$ cat config.mk
export PLATFORM = sky130hd
export DESIGN_NAME = mul_ctrl
export DESIGN_NICKNAME = d
export VERILOG_FILES = /design/src/rtl/mul_ctrl.sv
export SDC_FILE = /design/constraint.sdc
export NUM_CORES = 1
export LEC_CHECK = 0
export ABC_AREA = 0
export ABC_CLOCK_PERIOD_IN_PS = 5200
export CAP_MARGIN = 20
export CORE_AREA = 2 2 104 106
export DETAILED_ROUTE_END_ITERATION = 12
export DIE_AREA = 0 0 106 108
export PLACE_DENSITY = 0.85
export SETUP_SLACK_MARGIN = 0.15
export SYNTH_ARGS = -nofsm -noshare
export SYNTH_HDL_FRONTEND = slang
export SYNTH_SLANG_ARGS = --single-unit
$ cat constraint.sdc
create_clock -name clk -period 5.2 [get_ports clk]
set_input_delay 0.52 -clock clk [delete_from_list [all_inputs] [get_ports clk]]
set_output_delay 0.52 -clock clk [all_outputs]
set_load 0.005 [all_outputs]
$ cat src/rtl/mul_ctrl.sv
// Sequencer for an external 34x34 Booth multiplier handling mul.w / mulh.w / mulh.wu.
// Define MUL_ZERO_SKIP_EN to finish zero-operand ops in one cycle without using the multiplier.
module mul_ctrl (
    input  logic        clk,
    input  logic        resetn,
    input  logic        in_valid,
    output logic        in_ready,
    input  logic [1:0]  in_op,
    input  logic [31:0] in_src1,
    input  logic [31:0] in_src2,
    input  logic        flush,
    output logic        out_valid,
    input  logic        out_ready,
    output logic [31:0] out_result,
    output logic [33:0] mul_x,
    output logic [33:0] mul_y,
    input  logic [67:0] mul_z
);

    typedef enum logic [1:0] {StIdle, StCalc1, StCalc2, StDone} state_e;

    state_e      state_q;
    logic [1:0]  op_q;
    logic [31:0] src1_q;
    logic [31:0] src2_q;
    logic [31:0] result_q;

    logic        accept;
    logic        op_signed;
    logic        op_high;
    logic        start_skip;
    logic        unused_z;

    assign in_ready = ((state_q == StIdle) || ((state_q == StDone) && out_ready)) && !flush;
    assign accept   = in_valid && in_ready;

    assign out_valid  = (state_q == StDone) && !flush;
    assign out_result = result_q;

    // Only mulh.wu is unsigned; the reserved encoding behaves as mul.w.
    assign op_signed = (op_q != 2'b10);
    assign op_high   = (op_q == 2'b01) || (op_q == 2'b10);

    assign mul_x = {{2{op_signed & src1_q[31]}}, src1_q};
    assign mul_y = {{2{op_signed & src2_q[31]}}, src2_q};

    // Bits above 63 are only sign extension of the 66-bit product.
    assign unused_z = ^mul_z[67:64];

`ifdef MUL_ZERO_SKIP_EN
    assign start_skip = (in_src1 == 32'h0) || (in_src2 == 32'h0);
`else
    assign start_skip = 1'b0;
`endif

    always_ff @(posedge clk or negedge resetn) begin
        if (!resetn) begin
            state_q  <= StIdle;
            op_q     <= 2'b00;
            src1_q   <= 32'h0;
            src2_q   <= 32'h0;
            result_q <= 32'h0;
        end else begin
            if (accept) begin
                op_q   <= in_op;
                src1_q <= in_src1;
                src2_q <= in_src2;
            end

            if (flush) begin
                state_q <= StIdle;
            end else begin
                unique case (state_q)
                    StIdle: begin
                        if (accept) begin
                            if (start_skip) begin
                                state_q  <= StDone;
                                result_q <= 32'h0;
                            end else begin
                                state_q <= StCalc1;
                            end
                        end
                    end
                    StCalc1: begin
                        state_q <= StCalc2;
                    end
                    StCalc2: begin
                        state_q  <= StDone;
                        result_q <= op_high ? mul_z[63:32] : mul_z[31:0];
                    end
                    StDone: begin
                        // Holding here with out_ready low keeps the result on the output.
                        if (out_ready) begin
                            if (accept) begin
                                if (start_skip) begin
                                    state_q  <= StDone;
                                    result_q <= 32'h0;
                                end else begin
                                    state_q <= StCalc1;
                                end
                            end else begin
                                state_q <= StIdle;
                            end
                        end
                    end
                    default: begin
                        state_q <= StIdle;
                    end
                endcase
            end
        end
    end

endmodule

==> implementation parameters, run 1 <==
Parameter                              Value

Status
  Run status ... complete, no violations

Power
  Pwr Density ... 534.8 nW/um2
  Leakage power of the design ... 0.002894 uW
  Clock power share ... 0.149
  Portion of total power attributed to sequential cells ... 0.367
  Cell-internal power ... 2554 uW
  Switching part of the total power ... 0.2976
  Worst vdd ir ... 0.2225 mV
  Combinational cell fraction of total power ... 0.483
  Psw ... 1082 uW

Yosys
  Mean Syn Cell Area ... 13.63 um2
  Post-synthesis share of cell area spent on and, or, nand and nor gates ... 0.04470
  Adder-Cell Fraction of Synth Area ... 0.01200
  Top FF cell, synth ... sky130_fd_sc_hd__dfrtp_1
  Post-synth top area share ... 0.6001
  Number of instances in the synthesized netlist ... 306
  Main combinational cell family by area after synthesis ... multiplexers
  Complex-gate fraction of the synthesized area ... 0.04920
  Top post-synthesis cells by area ... sky130_fd_sc_hd__dfrtp_1 (60%), sky130_fd_sc_hd__mux2_1 (11%), sky130_fd_sc_hd__mux2i_1 (7.7%), sky130_fd_sc_hd__mux2_2 (7.0%), sky130_fd_sc_hd__o21ai_0 (3.8%)
  Multiplexer area fraction after synthesis ... 0.2550
  Mapped Area ... 4170 um2
  Synth Net Count ... 449
  Asr flop ratio synth ... 1.000
  Proportion of synthesized chip area in sequential cells ... 0.6001
  Distinct cell type count after synthesis ... 24
  Post-synthesis xor/xnor area fraction ... 0
  Post-synth EDFFs ... 0
  Total of warnings raised by yosys ... 0
  Most frequent cells after synthesis ... sky130_fd_sc_hd__dfrtp_1 (100), sky130_fd_sc_hd__mux2_1 (40), sky130_fd_sc_hd__mux2i_1 (32), sky130_fd_sc_hd__nand2_1 (32), sky130_fd_sc_hd__o21ai_0 (32)
  Largest area contributor in the synthesized netlist ... sky130_fd_sc_hd__dfrtp_1
  Cell with the most instances after synthesis ... sky130_fd_sc_hd__dfrtp_1
  Synth Register Bits ... 100

Global route
  Total Routing Usage GR ... 0.1880
  Pin count of the biggest net entering global routing ... 65
  Initial antenna violation count ... 0
  Via count of the first global-routing pass ... 3391
  Global route overflow ... 0
  Global-route wire length before repair ... 16.73 mm

Clock network
  CTS clock-pin slew for the worst setup and hold paths ... 0.10 ns
  Cts-stage hold buffer count ... 0
  # resized after CTS ... 0
  Latest clock arrival within the worst-skew pair ... 0.36 ns
  Number of CTS-inserted buffers ... 9
  Number of clock sinks ... 100
  Maximum root-to-sink buffer count ... 2
  Clock tree root buffer cell ... sky130_fd_sc_hd__clkbuf_8
  Postcts setup bufs ... 0
  Clock tree from TritonCTS ... yes
  Deepest level of the CTS H-tree ... 3

Detailed routing
  Routed wire length ... 10.37 mm
  Routed wirelength normalized by instance count ... 15.33 um
  First-iteration detailed-routing DRC count ... 85
  Post-route antenna net violation count ... 0
  Routed vias ... 3181
  Detailed-routing iteration count for the pre-antenna-repair pass ... 3
  Number of remaining DRC errors ... 0
  Post-detailed-route via-to-cell ratio ... 4.706

Timing
  Worst clock skew on the final layout ... 0.01076 ns
  Total Neg Setup Slack ... 0 ns
  Fraction of the cycle the final worst path needs ... 0.4558
  Number of endpoints failing setup at the final stage ... 0
  Number of hold violations in the final report ... 0
  Max-slew violations ... 0
  Unrepaired setup endpoints after global routing ... no
  Worst slew margin ... 0.3226
  Fmax ... 421.9 MHz
  Transition time at the pin with the least slew margin ... 1.016 ns
  Period minus WS final ... 2.370 ns

Critical path
  Crit path capture type ... register
  CP Launch Type ... register
  CP max FO ... 64
  Critical path arrival ... 2.62 ns
  Critical path type ... reg -> reg
  Data required time of the worst path ... 5.45 ns

Flow run
  Total of max-cap violations ... 0

Floorplanning
  Number of placed I/O pins ... 241
  Horizontal die dimension ... 106 um
  Number of placement rows ... 37
  Placeable core area ... 10230 um2
  Total die area ... 11450 um2
  Initial Utilization ... 0.4076
  Die Height ... 108 um

Layout
  Final instance area ... 6800 um2
  Share of cells above drive strength 1 ... 0.09259
  Number of nets in the layout ... 678
  Antenna diodes ... 0
  Area growth syn-to-layout ... 63.07%
  Final-layout fill cell count ... 770

Placed design
  Standard cell area after detailed placement ... 6579 um2
  Routability Congestion ... 0.7553
  Number of port buffers ... 236
  Detailed placer's ending HPWL ... 7.962 mm

Worst hold path
  Hold Crit Class ... in -> async
==> worst max-delay path, cell delays in order, from the launching register on <==
cell and delay, ns:
sky130_fd_sc_hd__dfrtp_1 0.43, sky130_fd_sc_hd__inv_1 0.13, sky130_fd_sc_hd__ha_1 0.23, sky130_fd_sc_hd__a21oi_2 0.07, sky130_fd_sc_hd__nor3b_4 0.25, sky130_fd_sc_hd__buf_4 0.67, sky130_fd_sc_hd__mux2_2 0.41
==> cell usage in the layout (no fill, tap or decap), types with 2 or more instances in the layout <==
cell                              count
sky130_fd_sc_hd__inv_1                4
sky130_fd_sc_hd__bufinv_16            2
sky130_fd_sc_hd__nand2_1             32
sky130_fd_sc_hd__mux2_1              40
sky130_fd_sc_hd__ha_1                 3
sky130_fd_sc_hd__clkbuf_8             9
sky130_fd_sc_hd__mux2_2              26
sky130_fd_sc_hd__nor2b_1              3
sky130_fd_sc_hd__clkinvlp_4           2
sky130_fd_sc_hd__buf_4                3
sky130_fd_sc_hd__o21ai_0             32
sky130_fd_sc_hd__inv_6                2
sky130_fd_sc_hd__clkdlybuf4s50_1    235
sky130_fd_sc_hd__dfrtp_1            100
sky130_fd_sc_hd__a21oi_1              2
sky130_fd_sc_hd__mux2i_1             32
sky130_fd_sc_hd__nand2b_1             2
==> kinds of logic after synthesis <==
kind of cell,after synthesis
simple gates,42
mux,98
buf+inv,24
fa+ha+maj,4
flops,100
compound gates,38
==> metrics by stage <==
stage	setup slack, ns	util	power (uW)	instances	hold WS, ns
after floorplan	3.497	-	2114	306	0.2244
after global placement	2.539	0.6430	3058	660	0.4616
after detailed placement	2.494	0.6430	3141	660	0.4701
after CTS	2.821	0.6647	3693	676	0.1468
final	2.830	0.6647	3637	676	0.1397
after global routing	2.673	0.6647	3892	676	0.1682
==> final cells by class <==
| class | count | area [um2] | share of cell area |
|---|---|---|---|
| repair buffers | 238 | 2375 | 0.3492 |
| inverters | 4 | 15.01 | 0.002208 |
| flip-flops and latches | 100 | 2502 | 0.3680 |
| clock buffers | 9 | 123.9 | 0.01822 |
| clock inverters | 7 | 97.59 | 0.01435 |
| well taps | 136 | 170.2 | 0.02502 |
| multi-input cells | 182 | 1516 | 0.2230 |
==> metal layers <==
layer	wire length (um)	GRT usage
met1	4098	0.2191
met2	5132	0.3194
met3	943	0.06088
met4	191	0.08365
met5	0	0
==> state kept, by name, indices dropped and copies added, names as in the netlist <==
name / cells
op_q: 2
out_result: 32
src1_q: 32
src2_q: 32
state_q: 2
==> final timing paths <==
kind / startpoint / end / slack (ns) / cells past startpoint
worst min-delay path: resetn / src2_q[30] / 0.14 / 1
max in group asynchronous: resetn / src2_q[18] / 3.94 / 2
min in group clk: out_result[19] / out_result[19] / 0.49 / 2
worst max register to register: state_q[0] / src1_q[9] / 2.83 / 6
worst max-delay path: state_q[0] / src1_q[9] / 2.83 / 6
worst min register to register: out_result[19] / out_result[19] / 0.49 / 2
==> power groups by stage <==
stage / clock network [uW] / logic (uW) / registers (uW)
after floorplan: 0 / 741 / 1370
after detailed placement: 0 / 1780 / 1360
after CTS: 565 / 1790 / 1340
final: 543 / 1760 / 1340
after global routing: 592 / 1910 / 1390
after global placement: 0 / 1730 / 1330
Power figures use the tool's default switching activity.
==> run 2: changes to the inputs <==
--- a/config.mk
+++ b/config.mk
@@ -6,12 +6,12 @@
 export NUM_CORES = 1
 export LEC_CHECK = 0
 export ABC_AREA = 0
-export ABC_CLOCK_PERIOD_IN_PS = 5200
+export ABC_CLOCK_PERIOD_IN_PS = 1990
 export CAP_MARGIN = 20
-export CORE_AREA = 2 2 104 106
+export CORE_AREA = 2 2 114 116
 export DETAILED_ROUTE_END_ITERATION = 12
-export DIE_AREA = 0 0 106 108
-export PLACE_DENSITY = 0.85
+export DIE_AREA = 0 0 116 118
+export PLACE_DENSITY = 0.75
 export SETUP_SLACK_MARGIN = 0.15
 export SYNTH_ARGS = -nofsm -noshare
 export SYNTH_HDL_FRONTEND = slang
==> constraint.sdc (replaced) <==
create_clock -name clk -period 1.99 [get_ports clk]
set_input_delay 0.199 -clock clk [delete_from_list [all_inputs] [get_ports clk]]
set_output_delay 0.199 -clock clk [all_outputs]
set_load 0.005 [all_outputs]
==> run 2 against run 1 <==
First-iteration DRC count increased by 22%. Cell count increased by 8.0%. Global-route usage decreased by 2.7 points. Sequential share of layout area decreased by 2.4 points. Worst hold slack improved by 0.099 ns. Combinational power increased to 2.9 times the previous value.
==> implementation parameters, run 2 (same netlist as run 1, synthesis figures left out) <==
Parameter                              Value

Status
  Run status ... complete, no violations

Layout
  Number of nets in the layout ... 696
  Area growth syn-to-layout ... 74.77%
  Most frequent standard cell in the layout excluding fill and tap cells ... sky130_fd_sc_hd__clkdlybuf4s50_1
  Highest-count cells in the layout ignoring fill and taps ... sky130_fd_sc_hd__clkdlybuf4s50_1 (231), sky130_fd_sc_hd__dfrtp_1 (99), sky130_fd_sc_hd__mux2_1 (33)
  Final-layout fill cell count ... 1036
  Final instance area ... 7288 um2
  Antenna diodes ... 0
  Share of cells above drive strength 1 ... 0.1434

Global route
  Global-route wire length before repair ... 17.00 mm
  Initial antenna violation count ... 0
  Via count of the first global-routing pass ... 3424
  Total Routing Usage GR ... 0.1607
  Pin count of the biggest net entering global routing ... 63
  Global route overflow ... 0

Clock network
  Clock tree root buffer cell ... sky130_fd_sc_hd__clkbuf_16
  Deepest level of the CTS H-tree ... 3
  Latest clock arrival within the worst-skew pair ... 0.33 ns
  Number of clock sinks ... 100
  CTS clock-pin slew for the worst setup and hold paths ... 0.07 ns
  Number of CTS-inserted buffers ... 9
  Maximum root-to-sink buffer count ... 2
  Clock tree from TritonCTS ... yes

Critical path
  Crit path capture type ... register
  CP max FO ... 6
  CP Launch Type ... register
  Critical path type ... reg -> reg
  Critical path arrival ... 2.07 ns
  Data required time of the worst path ... 2.21 ns

Power
  Leakage power of the design ... 0.003145 uW
  Worst vdd ir ... 0.7418 mV
  Pwr Density ... 1442 nW/um2

Floorplanning
  Initial Utilization ... 0.3359
  Total die area ... 13690 um2
  Number of placement rows ... 41
  Placeable core area ... 12410 um2
  Horizontal die dimension ... 116 um
  Number of placed I/O pins ... 241
  Die Height ... 118 um

Placed design
  Number of port buffers ... 236
  Detailed placer's ending HPWL ... 8.479 mm
  Standard cell area after detailed placement ... 6726 um2
  Routability Congestion ... 0.7661

Detailed routing
  Routed wirelength normalized by instance count ... 15.86 um
  Post-detailed-route via-to-cell ratio ... 4.467
  Number of remaining DRC errors ... 0
  Post-route antenna net violation count ... 0
  Routed wire length ... 11.58 mm
  First-iteration detailed-routing DRC count ... 104
  Detailed-routing iteration count for the pre-antenna-repair pass ... 4
  Routed vias ... 3261

Timing
  Number of endpoints failing setup at the final stage ... 0
  Fmax ... 540.3 MHz
  Fraction of the cycle the final worst path needs ... 0.9301
  Transition time at the pin with the least slew margin ... 0.3944 ns
  Worst slew margin ... 0.7371
  Worst clock skew on the final layout ... 0.004953 ns
  Total Neg Setup Slack ... 0 ns
  Number of hold violations in the final report ... 0
  Max-slew violations ... 0
  Period minus WS final ... 1.851 ns
  Unrepaired setup endpoints after global routing ... yes

Flow run
  Total of max-cap violations ... 0

Worst hold path
  Hold Crit Class ... in -> async
==> run 2: routing by layer <==
layer  up-vias  global-route usage  part of all wire  wire (um)
met2       153              0.2858              0.50       5752
met1      1540              0.1759              0.39       4548
met5         -                   0                 0          0
met4         0             0.05506             0.013        155
met3        11             0.05510             0.097       1121
li1       1557                   -                 -          -
==> run 2: repair_timing <==
action | CTS | global route
buffers inserted | 5 | 1
hold buffers | 1 | 0
hold endpoints to repair | 70 | 0
pin swaps | 0 | 1
cloned | 2 | 2
setup endpoints to repair | 51 | 54
resized for setup | 10 | 15
==> run 2: final cells by class <==
class,instances,area [um2],share of cell area
well taps,172,215.2,0.02953
clock buffers,11,242.7,0.03330
flip-flops and latches,100,2504,0.3435
clock inverters,5,83.83,0.01150
inverters,4,15.01,0.002060
multi-input cells,182,1577,0.2163
repair buffers,256,2651,0.3638
==> run 2: critical path: stages, from the launching register on <==
cell and delay (ns):
sky130_fd_sc_hd__dfrtp_1 0.44, sky130_fd_sc_hd__inv_2 0.11, sky130_fd_sc_hd__ha_4 0.14, sky130_fd_sc_hd__a21oi_2 0.05
sky130_fd_sc_hd__nor3b_4 0.24, sky130_fd_sc_hd__buf_6 0.16, sky130_fd_sc_hd__buf_6 0.12, sky130_fd_sc_hd__clkbuf_16 0.15
sky130_fd_sc_hd__mux2_2 0.32
==> run 2: metrics by stage <==
step                      worst slack [ns]  hold WS, ns  utilization  total power, uW  std cells
after floorplan                     0.2868     -0.09659            -             5524        306
after global placement              0.1308      0.03355       0.5418             8230        703
after detailed placement           0.05780      0.03764       0.5418             8411        703
after CTS                           0.1437       0.2277       0.5791            10490        727
after global routing                0.1005       0.2504       0.5871            11180        730
final                               0.1390       0.2384       0.5871            10510        730
==> run 2: worst paths after layout <==
check / start / to / slack (ns) / cells after the start
hold reg to reg: out_result[20] / out_result[20] / 0.48 / 2
min in group clk: in_src2[21] / src2_q[21] / 0.46 / 2
max in group asynchronous: resetn / out_result[29] / 1.14 / 3
setup reg to reg: state_q[1] / src1_q[24] / 0.14 / 8
setup / recovery: state_q[1] / src1_q[24] / 0.14 / 8
hold / removal: resetn / out_result[10] / 0.24 / 2
==> run 2: report_power, final <==
group,leakage (uW),internal [uW],switching [uW]
Combinational,0.00178,3310,1780
Sequential,0.00121,3020,531
Clock,0.000152,1140,732
Total,0.00314,7470,3040
